$ cat src/rtl/player_motion_ctrl.sv
// player_motion_ctrl
// Per-player position engine. Synchronises a raw move request and advances the
// sprite's top-left corner once per movement frame. The position is clamped
// inside the walled play area. A wall hit raises per-side collision flags and
// then freezes the player for a short stun.
//
// Ports
//   clk_i             system clock (pixel clock domain)
//   reset_i           asynchronous active-low reset
//   frame_tick_i      one-cycle pulse once per video frame
//   move_i[3:0]       raw request: [0]=up [1]=down [2]=left [3]=right
//   respawn_i         synchronous return to the start position
//   player_x_o[9:0]   sprite top-left x
//   player_y_o[9:0]   sprite top-left y
//   collide_*_o       wall hit on that side during the last movement frame
//   moving_o          position changed during the last movement frame
module player_motion_ctrl #(
  parameter int unsigned SCREEN_W    = 640,
  parameter int unsigned SCREEN_H    = 480,
  parameter int unsigned WALL_THICK  = 8,
  parameter int unsigned PLAYER_SIZE = 16,
  parameter int unsigned START_X     = 312,
  parameter int unsigned START_Y     = 232,
  parameter int unsigned STEP        = 2,
  parameter int unsigned MOVE_DIV    = 1,
  parameter int unsigned STUN_FRAMES = 4
) (
  input  logic       clk_i,
  input  logic       reset_i,
  input  logic       frame_tick_i,
  input  logic [3:0] move_i,
  input  logic       respawn_i,
  output logic [9:0] player_x_o,
  output logic [9:0] player_y_o,
  output logic       collide_top_o,
  output logic       collide_bottom_o,
  output logic       collide_left_o,
  output logic       collide_right_o,
  output logic       moving_o
);

  localparam int unsigned DIV_W  = (MOVE_DIV > 1) ? $clog2(MOVE_DIV) : 1;
  localparam int unsigned STUN_W = $clog2(STUN_FRAMES + 1);

  localparam logic [DIV_W-1:0]  DIV_LAST  = DIV_W'(MOVE_DIV - 1);
  localparam logic [STUN_W-1:0] STUN_LOAD = STUN_W'(STUN_FRAMES);
  localparam logic [STUN_W-1:0] STUN_ONE  = STUN_W'(1);
  localparam logic [DIV_W-1:0]  DIV_ONE   = DIV_W'(1);

  localparam logic [9:0] X_MIN   = 10'(WALL_THICK);
  localparam logic [9:0] X_MAX   = 10'(SCREEN_W - WALL_THICK - PLAYER_SIZE);
  localparam logic [9:0] Y_MIN   = 10'(WALL_THICK);
  localparam logic [9:0] Y_MAX   = 10'(SCREEN_H - WALL_THICK - PLAYER_SIZE);
  localparam logic [9:0] X_START = 10'(START_X);
  localparam logic [9:0] Y_START = 10'(START_Y);

  // Bounds and step widened to 11-bit signed so an under/overshoot stays visible.
  localparam logic signed [10:0] X_MIN_S = $signed({1'b0, X_MIN});
  localparam logic signed [10:0] X_MAX_S = $signed({1'b0, X_MAX});
  localparam logic signed [10:0] Y_MIN_S = $signed({1'b0, Y_MIN});
  localparam logic signed [10:0] Y_MAX_S = $signed({1'b0, Y_MAX});
  localparam logic signed [10:0] STEP_S  = 11'(STEP);

  typedef enum logic [1:0] {StIdle, StMove, StStun} state_e;

  state_e             state;
  logic [3:0]         move_s1, move_s2;
  logic [DIV_W-1:0]   div_cnt;
  logic [STUN_W-1:0]  stun_cnt;

  logic               move_frame;
  logic signed [10:0] dx, dy, tx, ty;
  logic               hit_l, hit_r, hit_t, hit_b, any_hit, nonzero;
  logic [9:0]         nx, ny;

  // Two-flop synchroniser for the asynchronous move request.
  always_ff @(posedge clk_i or negedge reset_i) begin
    if (!reset_i) begin
      move_s1 <= '0;
      move_s2 <= '0;
    end else begin
      move_s1 <= move_i;
      move_s2 <= move_s1;
    end
  end

  always_comb begin
    move_frame = frame_tick_i && (div_cnt == DIV_LAST);

    // Opposing requests on one axis cancel.
    dx = '0;
    if (move_s2[3] && !move_s2[2])      dx = STEP_S;
    else if (move_s2[2] && !move_s2[3]) dx = -STEP_S;
    dy = '0;
    if (move_s2[1] && !move_s2[0])      dy = STEP_S;
    else if (move_s2[0] && !move_s2[1]) dy = -STEP_S;

    tx = $signed({1'b0, player_x_o}) + dx;
    ty = $signed({1'b0, player_y_o}) + dy;

    hit_l = tx < X_MIN_S;
    hit_r = tx > X_MAX_S;
    hit_t = ty < Y_MIN_S;
    hit_b = ty > Y_MAX_S;

    nx = hit_l ? X_MIN : (hit_r ? X_MAX : tx[9:0]);
    ny = hit_t ? Y_MIN : (hit_b ? Y_MAX : ty[9:0]);

    any_hit = hit_l || hit_r || hit_t || hit_b;
    nonzero = (dx != '0) || (dy != '0);
  end

  always_ff @(posedge clk_i or negedge reset_i) begin
    if (!reset_i) begin
      state            <= StIdle;
      div_cnt          <= '0;
      stun_cnt         <= '0;
      player_x_o       <= X_START;
      player_y_o       <= Y_START;
      collide_top_o    <= 1'b0;
      collide_bottom_o <= 1'b0;
      collide_left_o   <= 1'b0;
      collide_right_o  <= 1'b0;
      moving_o         <= 1'b0;
    end else if (respawn_i) begin
      // Respawn wins over a coincident tick; that tick is dropped entirely.
      state            <= StIdle;
      div_cnt          <= '0;
      stun_cnt         <= '0;
      player_x_o       <= X_START;
      player_y_o       <= Y_START;
      collide_top_o    <= 1'b0;
      collide_bottom_o <= 1'b0;
      collide_left_o   <= 1'b0;
      collide_right_o  <= 1'b0;
      moving_o         <= 1'b0;
    end else if (frame_tick_i) begin
      div_cnt <= move_frame ? '0 : div_cnt + DIV_ONE;
      case (state)
        StStun: begin
          // Frozen: movement frames only clear the event flags.
          if (move_frame) begin
            collide_top_o    <= 1'b0;
            collide_bottom_o <= 1'b0;
            collide_left_o   <= 1'b0;
            collide_right_o  <= 1'b0;
            moving_o         <= 1'b0;
          end
          stun_cnt <= stun_cnt - STUN_ONE;
          if (stun_cnt == STUN_ONE) state <= StIdle;
        end
        default: begin
          if (move_frame) begin
            player_x_o       <= nx;
            player_y_o       <= ny;
            collide_top_o    <= hit_t;
            collide_bottom_o <= hit_b;
            collide_left_o   <= hit_l;
            collide_right_o  <= hit_r;
            moving_o         <= (nx != player_x_o) || (ny != player_y_o);
            if (any_hit) begin
              state    <= StStun;
              stun_cnt <= STUN_LOAD;
            end else if (nonzero) begin
              state <= StMove;
            end else begin
              state <= StIdle;
            end
          end
        end
      endcase
    end
  end

endmodule
$ cat config.mk
export PLATFORM = sky130hd
export DESIGN_NAME = player_motion_ctrl
export DESIGN_NICKNAME = d
export VERILOG_FILES = /design/src/rtl/player_motion_ctrl.sv
export SDC_FILE = /design/constraint.sdc
export NUM_CORES = 1
export LEC_CHECK = 0
export CAP_MARGIN = 20
export CORE_MARGIN = 5
export CORE_UTILIZATION = 29
export DETAILED_ROUTE_END_ITERATION = 7
export PLACE_DENSITY = 0.56
export REMOVE_ABC_BUFFERS = 1
export SKIP_CTS_REPAIR_TIMING = 1
export SLEW_MARGIN = 10
export SYNTH_ARGS = -nofsm -noshare
export SYNTH_HDL_FRONTEND = slang
export SYNTH_SLANG_ARGS = --single-unit
$ cat constraint.sdc
create_clock -name clk_i -period 3.98 [get_ports clk_i]
set_input_delay 0.796 -clock clk_i [delete_from_list [all_inputs] [get_ports clk_i]]
set_output_delay 0.796 -clock clk_i [all_outputs]
set_load 0.05 [all_outputs]
==> results.cfg <==
[layout]
mostFrequentLayoutCell = a21oi_1
most-common-layout-cells = a21oi_1, nor2_1, dfrtp_1, clkdlybuf4s50_1, buf_4
area_growth_pct = 22.6
layoutNonFillerInstCount = 605
nets = 475
fillers = 1209
layout-drive-gt1-share_pct = 16.8
diodes = 0

[synth]
netlist_area_um2 = 3500
syn-instance-count = 425
async_reset_ff_share_pct = 100
synth-edff-count = 0
ys.flop_type = dfrtp_1
yosysWarnings = 0
synth.avg_cell_area_um2 = 8.23
synth-seq-cells = 39
seq_area_frac_synth_pct = 28.2
synth_cell_types = 84

[placed_design]
port_buffers = 32
dp_cells = 595
gp_congestion = 0.881
hpwlAfterDp_um = 7480

[clock_tree]
cts_num_sinks = 39
clk_pin_slew_worst_paths_ps = 60
cts_tree = done
insertion_delay_ps = 280
numCtsBuffers = 5
cts_root_buf = clkbuf_16
htreeDepth = 2
clk_path_buf_depth = 2

[setup_path]
reg2reg_from = move_s2[0]$_DFF_PN0_
criticalPathCategory = reg2reg
start_kind = flip-flop
slowest_stage = o41a_1
cp.arrival_ps = 3910
end_kind = flip-flop
path_max_fanout = 6
r2r_setup_slack_ps = 200
crit_required_ps = 4120
crit_chain = ha_1 > inv_1 > ha_2 > inv_1 > o41a_1 > a211o_1 > xnor2_2 > o2111ai_1 > nor3b_2 > or4_1 > a211o_1 > nor4_1 > o2111ai_1
critPathMaxStageDelay_ps = 440
rr_worst_depth = 13
r2r-end = moving_o$_DFFE_PN0P_

[sta]
hold_violations = 0
whs_ps = 346
tightestPinTransition_ps = 899
min_period_over_period_pct = 94.9
finClkSkew_ps = 6.34
relSlewSlack_pct = 40.1
maxSlewViolCount = 0
period_needed_ps = 3780
finalSetupViolCount = 0
fmax_mhz = 265

[floorplan]
row_count = 40
die_w_um = 120
die-area_um2 = 14400
die_h_um = 120
fp.coreArea_um2 = 11900
io_pins = 33
start_util_pct = 29.4

[worst_hold_path]
hold_path_class = reg2reg
holdPathStages = 0
min_to = move_s2[2]$_DFF_PN0_
worstHoldStart = move_s1[2]$_DFF_PN0_

[global_routing]
grt_pass1_wl_um = 16900
grt_antenna_before_repair = 0
grt_start_max_net_pins = 40
use_met3_pct = 2.31
grt_use_met1_pct = 19.5
grt-busiest-layer = met2
overflow = 0
grt_pass1_vias = 3293
grt_use_total_pct = 14.1
grtUsageMet2_pct = 22.4

[drt]
wl_per_cell_um = 17.0
post-route-drc-count = 0
antenna_left = 0
dr_total_vias = 3440
firstDrtPassIters = 5
drt_iter0_drc = 181
viasPerCell = 5.69
wl_um = 10300

[status]
status = finished, final reports clean

[flow_run]
maxCapViolCount = 0

[pwr]
power.density_nw_per_um2 = 409
vdd_drop_max_uv = 227
leakagePower_nw = 1.71
-- layer usage --
layer	wire length, um	share of wire [%]	up-vias
met5	0	0	-
met4	226	2.2	0
met3	401	3.9	19
met2	4770	46	76
met1	4890	48	1676
li1	-	-	1669
-- registers in the layout, indices dropped and copies added (netlist names), 2 cells and up --
| name | count |
|---|---|
| state | 2 |
| move_s1 | 4 |
| move_s2 | 4 |
| player_x_o | 10 |
| stun_cnt | 3 |
| player_y_o | 10 |
-- synthesized netlist by cell type, drive strengths merged (4+ instances only) --
cell | n | share of area (%)
o21ai | 19 | 2.7
a21oi | 41 | 5.9
a31oi | 10 | 1.8
dfstp | 8 | 6.0
o211ai | 5 | 1.1
nand2b | 5 | 0.89
nand4 | 5 | 0.89
nor4 | 8 | 1.8
ha | 10 | 3.6
and2 | 7 | 1.3
nand4b | 4 | 1.0
nor2b | 5 | 0.89
nand2 | 24 | 2.6
nor3 | 14 | 2.0
o311ai | 4 | 1.2
a221oi | 5 | 1.3
buf | 23 | 4.0
inv | 25 | 2.7
o21a | 8 | 1.7
xnor2 | 12 | 3.2
o22ai | 6 | 1.1
clkbuf | 10 | 1.1
a21o | 5 | 1.1
nand3 | 6 | 0.86
nor2 | 39 | 4.2
dfrtp | 31 | 22
a22o | 8 | 2.0
and3 | 4 | 0.72
-- layout make-up --
type | count | area [um^2] | share of cell area (%)
inverters | 25 | 93.8 | 2.19
repair buffers | 58 | 510 | 11.9
clock buffers | 5 | 125 | 2.92
well taps | 147 | 184 | 4.29
flip-flops and latches | 39 | 986 | 23.0
clock inverters | 3 | 71.3 | 1.66
multi-input cells | 328 | 2320 | 54.1
-- through the flow --
| step | util [%] | setup WS [ps] | power [mW] | instance area (um^2) | setup TNS (ps) |
|---|---|---|---|---|---|
| after floorplan | - | -14.2 | 0.960 | 3320 | -14.2 |
| after global placement | 33.6 | 246 | 1.19 | 4000 | 0 |
| after detailed placement | 33.6 | 158 | 1.20 | 4000 | 0 |
| after CTS | 35.2 | 107 | 1.74 | 4200 | 0 |
| after global routing | 36.0 | -11.5 | 1.85 | 4290 | -11.5 |
| final | 36.0 | 201 | 1.76 | 4290 | 0 |
-- worst max-delay path, delay by kind of cell (launching register included) --
family | cells | cell delay (ps)
simple gates | 3 | 870
compound gates | 5 | 1390
buf+inv | 2 | 170
flops | 1 | 390
fa+ha+maj | 2 | 550
xor+xnor | 1 | 260
-- power by group --
group / total (mW) / switching, mW / internal [mW]
combinational: 0.701 / 0.423 / 0.278
clock: 0.537 / 0.173 / 0.364
sequential: 0.517 / 0.0751 / 0.442
total: 1.76 / 0.671 / 1.08
-- logic make-up (layout without fill, tap and decap cells) --
group,after synthesis,count (layout),synth area share [%]
fa+ha+maj,10,10,3.58
mux,5,5,1.90
simple gates,143,143,22.7
xor+xnor,15,15,3.97
flops,39,39,28.2
buf+inv,58,91,7.76
compound gates,155,155,31.9
-- worst max path at each step --
| stage | start | to | cells after the start |
|---|---|---|---|
| finish | move_s2[0]$_DFF_PN0_ | moving_o$_DFFE_PN0P_ | 13 |
| global route | move_s2[0]$_DFF_PN0_ | moving_o$_DFFE_PN0P_ | 13 |
| CTS | move_s2[0]$_DFF_PN0_ | moving_o$_DFFE_PN0P_ | 14 |
| detailed placement | move_s2[0]$_DFF_PN0_ | moving_o$_DFFE_PN0P_ | 14 |
| global placement | move_s2[0]$_DFF_PN0_ | moving_o$_DFFE_PN0P_ | 14 |
| floorplan | move_s2[3]$_DFF_PN0_ | moving_o$_DFFE_PN0P_ | 14 |
Power figures use the tool's default switching activity.
